**src/rtl/binary_to_bcd_seq.sv**
```systemverilog
// Sequential double-dabble binary-to-BCD converter, one bit per clock.
// Define BCD_SIGNED_INPUT_EN for two's-complement input with a sign_output port.
module binary_to_bcd_seq #(
    parameter int BIN_WIDTH  = 16,
    parameter int BCD_DIGITS = 5
) (
    input  logic                    clk,
    input  logic                    rst,
    input  logic                    in_valid,
    output logic                    in_ready,
    input  logic [BIN_WIDTH-1:0]    binary_input,
    output logic                    out_valid,
    input  logic                    out_ready,
    output logic [4*BCD_DIGITS-1:0] bcd_output,
`ifdef BCD_SIGNED_INPUT_EN
    output logic                    sign_output,
`endif
    output logic                    busy
);

    localparam int BW = 4 * BCD_DIGITS;
    localparam int SW = BW + BIN_WIDTH;
    localparam int CW = $clog2(BIN_WIDTH + 1);

    function automatic longint unsigned f_pow10(input int n);
        longint unsigned p;
        p = 1;
        for (int i = 0; i < n; i++) p = p * 10;
        return p;
    endfunction

`ifdef BCD_SIGNED_INPUT_EN
    localparam longint unsigned MAXV = 64'd1 << (BIN_WIDTH - 1);
`else
    localparam longint unsigned MAXV = (64'd1 << BIN_WIDTH) - 64'd1;
`endif

    if (BIN_WIDTH < 1 || BIN_WIDTH > 32) begin : g_bad_width
        $error("binary_to_bcd_seq: BIN_WIDTH out of range 1..32");
    end
    if (f_pow10(BCD_DIGITS) <= MAXV) begin : g_bad_digits
        $error("binary_to_bcd_seq: BCD_DIGITS too small for BIN_WIDTH");
    end

    typedef enum logic [1:0] {
        S_IDLE,
        S_SHIFT,
        S_DONE
    } state_t;

    state_t               r_state;
    state_t               w_next;
    logic [SW-1:0]        r_shift;
    logic [SW-1:0]        w_adj;
    logic [SW-1:0]        w_shifted;
    logic [CW-1:0]        r_cnt;
    logic [BW-1:0]        r_bcd;
    logic [BIN_WIDTH-1:0] w_mag;
    logic                 w_accept;
    logic                 w_last;

`ifdef BCD_SIGNED_INPUT_EN
    logic r_sign;
    logic r_sign_out;

    // Most negative input wraps to 2^(W-1), which is its correct magnitude.
    assign w_mag = binary_input[BIN_WIDTH-1] ? (~binary_input + 1'b1)
                                             : binary_input;
    assign sign_output = r_sign_out;
`else
    assign w_mag = binary_input;
`endif

    assign w_last     = (r_cnt == CW'(1));
    assign bcd_output = r_bcd;

    always_ff @(posedge clk or posedge rst) begin
        if (rst) r_state <= S_IDLE;
        else     r_state <= w_next;
    end

    always_comb begin
        w_next    = r_state;
        in_ready  = 1'b0;
        out_valid = 1'b0;
        busy      = 1'b0;
        w_accept  = 1'b0;
        unique case (r_state)
            S_IDLE: begin
                in_ready = 1'b1;
                if (in_valid) begin
                    w_accept = 1'b1;
                    w_next   = S_SHIFT;
                end
            end
            S_SHIFT: begin
                busy = 1'b1;
                if (w_last) w_next = S_DONE;
            end
            S_DONE: begin
                out_valid = 1'b1;
                if (out_ready) w_next = S_IDLE;
            end
            default: w_next = S_IDLE;
        endcase
    end

    always_comb begin
        w_adj = r_shift;
        for (int d = 0; d < BCD_DIGITS; d++) begin
            if (r_shift[BIN_WIDTH+4*d +: 4] >= 4'd5)
                w_adj[BIN_WIDTH+4*d +: 4] = r_shift[BIN_WIDTH+4*d +: 4] + 4'd3;
        end
    end

    assign w_shifted = w_adj << 1;

    always_ff @(posedge clk or posedge rst) begin
        if (rst) begin
            r_shift <= '0;
            r_cnt   <= '0;
            r_bcd   <= '0;
        end else if (w_accept) begin
            r_shift <= {{BW{1'b0}}, w_mag};
            r_cnt   <= CW'(BIN_WIDTH);
        end else if (r_state == S_SHIFT) begin
            r_shift <= w_shifted;
            r_cnt   <= r_cnt - CW'(1);
            if (w_last) r_bcd <= w_shifted[SW-1 -: BW];
        end
    end

`ifdef BCD_SIGNED_INPUT_EN
    always_ff @(posedge clk or posedge rst) begin
        if (rst) begin
            r_sign     <= 1'b0;
            r_sign_out <= 1'b0;
        end else if (w_accept) begin
            r_sign <= binary_input[BIN_WIDTH-1];
        end else if (r_state == S_SHIFT && w_last) begin
            r_sign_out <= r_sign;
        end
    end
`endif

endmodule

```
**config.mk**
```make
export PLATFORM = sky130hd
export DESIGN_NAME = binary_to_bcd_seq
export DESIGN_NICKNAME = d
export VERILOG_FILES = /design/src/rtl/binary_to_bcd_seq.sv
export SDC_FILE = /design/constraint.sdc
export NUM_CORES = 1
export LEC_CHECK = 0
export CORE_MARGIN = 5
export CORE_UTILIZATION = 35
export DETAILED_ROUTE_END_ITERATION = 6
export SLEW_MARGIN = 10
export SYNTH_ARGS = -nofsm -noshare
export SYNTH_HDL_FRONTEND = slang
export SYNTH_SLANG_ARGS = --single-unit
export TNS_END_PERCENT = 30
```
**constraint.sdc**
```tcl
create_clock -name clk -period 4.2 [get_ports clk]
set_input_delay 1.05 -clock clk [delete_from_list [all_inputs] [get_ports clk]]
set_output_delay 1.05 -clock clk [all_outputs]
set_load 0.02 [all_outputs]
```
==> results.cfg, run 1 <==
[power_and_ir_drop]
powerDensity_nw_per_um2 = 783
p_leak_nw = 1.63
ir_worst_vdd_mv = 0.282

[critical_path]
cp.required_ps = 3150
reg2reg_depth = 4
startpoint = r_state[1]
cpPeakStageDelay_ps = 670
r2r-start = r_state[1]
reg2reg_to = bcd_output[17]
worstPathArrival_ps = 2060
critical_path_peak_fanout = 28
crit_type = flop to output pin
cp-end-kind = output pin
start_kind = flop
r2r_setup_slack_ps = 2180
crit_slowest_cell = clkdlybuf4s50_1
worstPathCellList = nand2b_4 -> inv_4 -> clkdlybuf4s50_1

[sta]
fin_hold_ws_ps = 475
totalNegativeSetupSlack_ps = 0
clock_skew_ps = 9.67
min_period_ps = 3110
report.final.hold_viol_count = 0
max_slew_margin_pct = 34.0
fmax_mhz = 322
rsz0062_at_grt = no
min_period_over_period_pct = 74.0
worstMarginPinSlew_ps = 989
fin_ws_ps = 1090
drv_slew = 0
setup_viol = 0

[place]
dpl_worst_slack_ps = 1340
port_buffers = 42
dp_hpwl_mm = 4.02
place.gp.congestion = 0.735
placed_area_um2 = 3470

[clocking]
postCtsSetupRepairBufs = 0
clock_sinks = 63
path_clk_slew_ps = 70
cts_made_buffers = 9
clock_latency_ps = 340
clk_path_buf_depth = 2
root_buffer = clkbuf_8
hold_buffers = 0
htreeDepth = 3
tritoncts = done
post_cts_resized = 0

[yosys]
synth_warnings = 0
synth.most_common_cell = nand2_1
synthTopCellsByCount = nand2_1, dfrtp_1, o21ai_0
synth_area_leaders = dfrtp_1, nand2_1, o21ai_0, ha_1, a22oi_1
syn_inst = 297
synthFlopType = dfrtp_1
synth_top_area_share_pct = 53.3
synth_edf_count = 0
synth_area_um2 = 2960
synth.avg_cell_area_um2 = 9.96
synth_seq_cells = 63
async_flop_share_pct = 100
seq_area_frac_synth_pct = 53.3
synth_cell_types = 30
yosysTopAreaCell = dfrtp_1
synth_nets = 329

[layout]
layout-drive-gt1-share_pct = 9.54
diodes = 0
nets = 374
syn2layout_area_growth_pct = 23.9
fin_area_um2 = 3670
fin_util_pct = 44.6

[grt]
grt_overflow = 0
grt_pass1_vias = 2222
grt_max_degree = 49
antenna_found_initial = 0
grtUsageTotal_pct = 12.5
grt_pass1_wl_mm = 10.3

[detailed_routing]
drc = 0
dr.first_iter.drc_count = 115
routed-via-count = 2201
vias_per_cell = 4.88
antenna_left = 0
routed_wl_mm = 5.92
firstDrtPassIters = 4
post_drt_wl_per_cell_um = 13.1

[hold_path]
min_to = bcd_output[4]
holdPathStages = 2
hold_path.class = flop to flop
min-delay-start = bcd_output[4]

[die]
dieWidth_um = 102
coreArea_um2 = 8220
initial_core_util_pct = 36.0
io_pins = 43
fp.dieArea_um2 = 10400
rows = 33
die_h_um = 102

[status]
status = complete, no violations

[run]
maxCapViolations = 0
stage by stage:
step | std cells | power (mW)
after floorplan | 297 | 1.98
after global placement | 436 | 2.32
after detailed placement | 436 | 2.37
after CTS | 451 | 2.91
after global routing | 451 | 3.12
final | 451 | 2.87
logic make-up after synthesis:
logic type	synth area share [%]
adder cells (fa/ha/maj)	5.07
XOR/XNOR	1.78
multiplexers	3.43
AND/OR/NAND/NOR	17.7
AO/OA/AOI/OAI	14.6
flip-flops	53.3
buffers and inverters	4.19
area by class of cell:
| class | count | area (um2) |
|---|---|---|
| repair buffers | 45 | 443 |
| well taps | 105 | 131 |
| fillers | 788 | 4550 |
| clock inverters | 3 | 42.5 |
| clock buffers | 12 | 155 |
| flip-flops and latches | 63 | 1580 |
| multi-input cells | 208 | 1260 |
| inverters | 15 | 58.8 |
state kept, by name, indices dropped and copies added (netlist names):
signal      count
bcd_output     20
r_state         2
r_shift        36
r_cnt           5
worst max path at each step:
stage | end | slack, ps
after floorplan | bcd_output[0] | 1580
after global placement | r_shift[27] | 1390
after detailed placement | r_shift[31] | 1340
after CTS | busy | 1050
after global routing | busy | 990
final | busy | 1090
layout by cell type (no fill, tap or decap), drive strengths merged, types with 7 or more instances in the layout:
cell,synthesis,routed
nand2,69,69
a21oi,14,14
dfrtp,63,63
nor3b,10,10
ha,12,12
o21ai,43,43
nand3,8,8
nand2b,7,7
clkdlybuf4s50,0,42
inv,15,15
mux2,9,9
clkbuf,2,12
a22oi,15,15
report_power, final:
| part | switching [mW] | total (mW) | internal [mW] |
|---|---|---|---|
| logic | 0.692 | 1.25 | 0.562 |
| registers | 0.212 | 1.09 | 0.874 |
| clock network | 0.227 | 0.529 | 0.302 |
| total | 1.13 | 2.87 | 1.74 |
layer usage:
layer / part of all wire, % / track usage [%] / wire length [um] / vias up
met1: 49 / 16.8 / 2930 / 1043
met4: 1.4 / 4.54 / 85 / 0
met5: 0 / 0 / 0 / -
met3: 4.5 / 3.89 / 265 / 9
li1: - / - / - / 1107
met2: 45 / 19.2 / 2640 / 42
critical path, delay by kind of cell, from the launching register on:
kind	cells	cell delay (ps)
buf+inv	2	980
flops	1	440
simple gates	1	280
Note: power is estimated with default switching activity, not from simulation.
==> run 2: changes to the inputs <==
==> constraint.sdc (replaced) <==
create_clock -name clk -period 2.7 [get_ports clk]
set_input_delay 0.675 -clock clk [delete_from_list [all_inputs] [get_ports clk]]
set_output_delay 0.675 -clock clk [all_outputs]
set_load 0.02 [all_outputs]
==> run 2 against run 1 <==
  * Clock skew down 0.84 ps
  * Design area up 0.41%
  * First-iteration DRC count down 7.8%
  * Power up 54%
  * Combinational power up 58%
  * Global-route usage up 0.093 points
  * Largest power group unchanged
  * Clock-buffer cell count down 2
  * Clock power up 44%
==> results.cfg, run 2 (same netlist as run 1, synthesis figures left out) <==
[sta]
fmax_mhz = 410
report.final.hold_viol_count = 0
rsz0062_at_grt = no
totalNegativeSetupSlack_ps = 0
max_slew_margin_pct = 60.8
min_period_ps = 2440
clock_skew_ps = 8.83
setup_viol = 0
min_period_over_period_pct = 90.4
drv_slew = 0
worstMarginPinSlew_ps = 585

[power_and_ir_drop]
p_total_mw = 4.43
powerDensity_nw_per_um2 = 1200
ir_worst_vdd_mv = 0.509
p_leak_nw = 1.64

[grt]
grt_max_degree = 38
grt_pass1_wl_mm = 10.4
grt_pass1_vias = 2381
antenna_found_initial = 0
grtUsageTotal_pct = 12.6
grt_overflow = 0

[layout]
layout-drive-gt1-share_pct = 10.3
largest_reg_flops = 36
syn2layout_area_growth_pct = 24.4
final-instance-count-excl-fill = 454
final_common_cell = nand2_1
diodes = 0
nets = 377
top_register = r_shift
fin_util_pct = 44.8
mostFrequentLayoutCells = nand2_1, dfrtp_1, clkdlybuf4s50_1

[critical_path]
crit_slowest_cell = clkdlybuf4s50_1
worstPathArrival_ps = 1760
start_kind = flop
critical_path_peak_fanout = 23
r2r-start = r_state[1]
cp-end-kind = output pin
startpoint = r_state[1]
cp.required_ps = 2030
cpPeakStageDelay_ps = 600
crit_type = flop to output pin
worstPathCellList = nand2b_4 -> inv_4 -> clkdlybuf4s50_1

[clocking]
tritoncts = done
htreeDepth = 3
path_clk_slew_ps = 70
root_buffer = clkbuf_8
postCtsSetupRepairBufs = 0
cts_made_buffers = 9
clk_path_buf_depth = 2
clock_latency_ps = 340
post_cts_resized = 0
clock_sinks = 63
hold_buffers = 0

[place]
place.gp.congestion = 0.730
port_buffers = 42
dp_hpwl_mm = 4.03
dp_cells = 439

[detailed_routing]
drc = 0
vias_per_cell = 4.89
routed_wl_mm = 5.77
firstDrtPassIters = 4
post_drt_wl_per_cell_um = 12.7
routed-via-count = 2218
antenna_left = 0
dr.first_iter.drc_count = 106

[die]
coreArea_um2 = 8220
io_pins = 43
dieWidth_um = 102
fp.dieArea_um2 = 10400
rows = 33
initial_core_util_pct = 36.0
die_h_um = 102

[hold_path]
min-delay-start = bcd_output[14]
hold_path.class = flop to flop

[run]
maxCapViolations = 0

[status]
status = complete, no violations
## run 2: cell types whose count changed in the layout (fill, tap and decap cells not counted)
cell / delta
clkinvlp_4: -1
buf_4: +2
buf_12: +1
clkbuf_8: -2
clkinv_2: +3
## run 2: area by class of cell
| class | instances | area, um2 |
|---|---|---|
| fillers | 791 | 4540 |
| flip-flops and latches | 63 | 1580 |
| multi-input cells | 208 | 1260 |
| repair buffers | 48 | 478 |
| well taps | 105 | 131 |
| clock buffers | 10 | 128 |
| inverters | 15 | 58.8 |
| clock inverters | 5 | 50.0 |
## run 2: per-layer routing
metal  wire length (um)  GRT usage (%)  vias up
met3                300           3.28       13
met1               2750           16.0     1039
met5                  0              0        -
met4                120           6.05        0
met2               2600           20.2       54
li1                   -              -     1112
## run 2: worst max-delay path: cells and delay by family, from the launching register on
family                 cells  cell delay (ps)
buffers and inverters      2              700
and+or+nand+nor            1              280
DFF                        1              440
## run 2: through the flow
stage	setup WS [ps]	cell area, um2	hold slack (ps)
finish	260	3680	477
global route	163	3680	512
CTS	224	3680	479
detailed placement	601	3500	463
global placement	621	3500	461
floorplan	455	2960	446
## run 2: final timing paths
path | to | slack, ps | cells after the start
setup / recovery | busy | 260 | 3
hold / removal | bcd_output[14] | 480 | 2
setup reg to reg | bcd_output[1] | 710 | 5
hold reg to reg | bcd_output[14] | 480 | 2
max in group asynchronous | bcd_output[3] | 1440 | 3
min in group asynchronous | r_shift[12] | 660 | 2
## run 2: power by group
part / internal, mW / switching, mW / total, mW
Combinational: 0.907 / 1.07 / 1.98
Sequential: 1.36 / 0.324 / 1.68
Clock: 0.415 / 0.348 / 0.763
==> run 3: changes to the inputs <==
==> constraint.sdc (replaced) <==
create_clock -name clk -period 2.8 [get_ports clk]
set_input_delay 0.7 -clock clk [delete_from_list [all_inputs] [get_ports clk]]
set_output_delay 0.7 -clock clk [all_outputs]
set_load 0.02 [all_outputs]
==> run 3 against run 2 <==
  * Final cell count shrank 0.66%
  * Hold slack worse by 1.9 ps
  * Power is 3.9% lower
  * First-iteration DRC count increased by 8.5%
  * Utilization decreased by 0.12 points
  * Design area shrank 0.27%
  * Flip-flop and latch count unchanged
  * Clock skew down 1.3 ps
  * Routed wire length grew 2.4%
  * Combinational power down 5%
  * Sequential power fell by 3%
  * Critical endpoint unchanged
  * Largest cell class unchanged
  * Highest routed layer unchanged
==> results.cfg, run 3 (same netlist as run 1, synthesis figures left out) <==
[layout]
multiInputGateArea_um2 = 1260
top_register = r_shift
final_common_cell = nand2_1
nets = 375
layout-drive-gt1-share_pct = 9.54
regArea_um2 = 1580
mostFrequentLayoutCells = nand2_1, dfrtp_1, clkdlybuf4s50_1
diodes = 0
syn2layout_area_growth_pct = 24.1
largest_reg_flops = 36
fill_cells = 793

[detailed_routing]
firstDrtPassIters = 5
vias_per_cell = 4.87
dr.first_iter.drc_count = 115
antenna_left = 0
drc = 0
routed_wl_mm = 5.91
routed-via-count = 2196
post_drt_wl_per_cell_um = 13.1

[critical_path]
r2r_setup_slack_ps = 690
worstPathCellList = nand2b_4 -> inv_4 -> clkdlybuf4s50_1
reg2reg_to = bcd_output[1]
crit_type = flop to output pin
worstPathArrival_ps = 1760
crit_buf_inv = 2
cp_top_family = buffers and inverters
reg2reg_depth = 5
start_kind = flop
cp.required_ps = 2100
cpPeakStageDelay_ps = 600
r2r-start = r_state[1]
critical_path_peak_fanout = 23
crit_slowest_cell = clkdlybuf4s50_1
cp-end-kind = output pin

[power_and_ir_drop]
p_int_mw = 2.58
switchingPower_mw = 1.67
p_leak_nw = 1.63
p_seq_share_pct = 38.3
clkPwrFrac_pct = 17.2
ir_worst_vdd_mv = 0.622
powerDensity_nw_per_um2 = 1160
combPwrFrac_pct = 44.5
p_sw_share_pct = 39.3

[grt]
grt_max_degree = 64
grtUsageTotal_pct = 12.4
grt_pass1_vias = 2217
grt_overflow = 0
antenna_found_initial = 0
grt_pass1_wl_mm = 10.2

[hold_path]
hold_path.class = flop to flop
min_to = r_shift[13]
holdPathStages = 2
min-delay-start = r_shift[13]

[die]
rows = 33
initial_core_util_pct = 36.0
fp.dieArea_um2 = 10400
die_h_um = 102
dieWidth_um = 102
coreArea_um2 = 8220
io_pins = 43

[place]
dpl_worst_slack_ps = 683
dp_hpwl_mm = 3.92
port_buffers = 42
place.gp.congestion = 0.736

[sta]
rsz0062_at_grt = no
min_period_ps = 2460
clock_skew_ps = 7.56
setup_viol = 0
totalNegativeSetupSlack_ps = 0
fin_ws_ps = 343
worstMarginPinSlew_ps = 589
min_period_over_period_pct = 87.8
fmax_mhz = 407
max_slew_margin_pct = 60.6
report.final.hold_viol_count = 0
drv_slew = 0

[clocking]
tritoncts = done
root_buffer = clkbuf_8
path_clk_slew_ps = 60
cts_made_buffers = 9
clock_sinks = 63
hold_buffers = 0
htreeDepth = 3
post_cts_resized = 0
clk_path_buf_depth = 2
postCtsSetupRepairBufs = 0
clock_latency_ps = 330

[status]
status = complete, no violations

[run]
maxCapViolations = 0
## run 3: routing by layer
layer	routed length [um]	vias up	global-route usage, %
li1	-	1109	-
met1	2950	1030	17.0
met2	2610	50	18.8
met3	275	7	3.21
met4	74	0	5.15
met5	0	-	0
## run 3: worst max path at each step
stage,from,to,depth (start not counted)
finish,r_state[1],busy,3
global route,r_state[1],busy,3
CTS,r_state[1],busy,3
detailed placement,in_valid,r_shift[31],6
global placement,r_state[1],busy,3
floorplan,rst,bcd_output[0],1
## run 3: power groups by stage
stage	combinational (mW)	clock, mW	sequential (mW)
6_report	1.89	0.731	1.63
5_1_grt	2.15	0.801	1.70
4_1_cts	1.93	0.759	1.63
3_5_place_dp	1.92	0	1.64
3_3_place_gp	1.87	0	1.63
2_1_floorplan	1.26	0	1.71
## run 3: through the flow
stage	std cells	power [mW]	hold slack, ps	cell area, um2	utilization [%]
final	451	4.25	475	3670	44.7
after global routing	451	4.65	497	3670	44.7
after CTS	451	4.32	480	3670	44.7
after detailed placement	437	3.57	464	3490	42.5
after global placement	437	3.50	459	3490	42.5
after floorplan	297	2.97	446	2960	-
## run 3: area by class of cell
type,instances,share of cell area (%)
multi-input cells,208,34.3
well taps,105,3.58
clock buffers,14,4.98
repair buffers,46,12.6
inverters,15,1.60
flip-flops and latches,63,42.9
## run 3: worst register-to-register path: cells and delay by family, from the launching register on
family / cells / cell delay, ps
simple gates: 2 / 720
buf+inv: 2 / 420
mux: 1 / 430
flops: 1 / 440
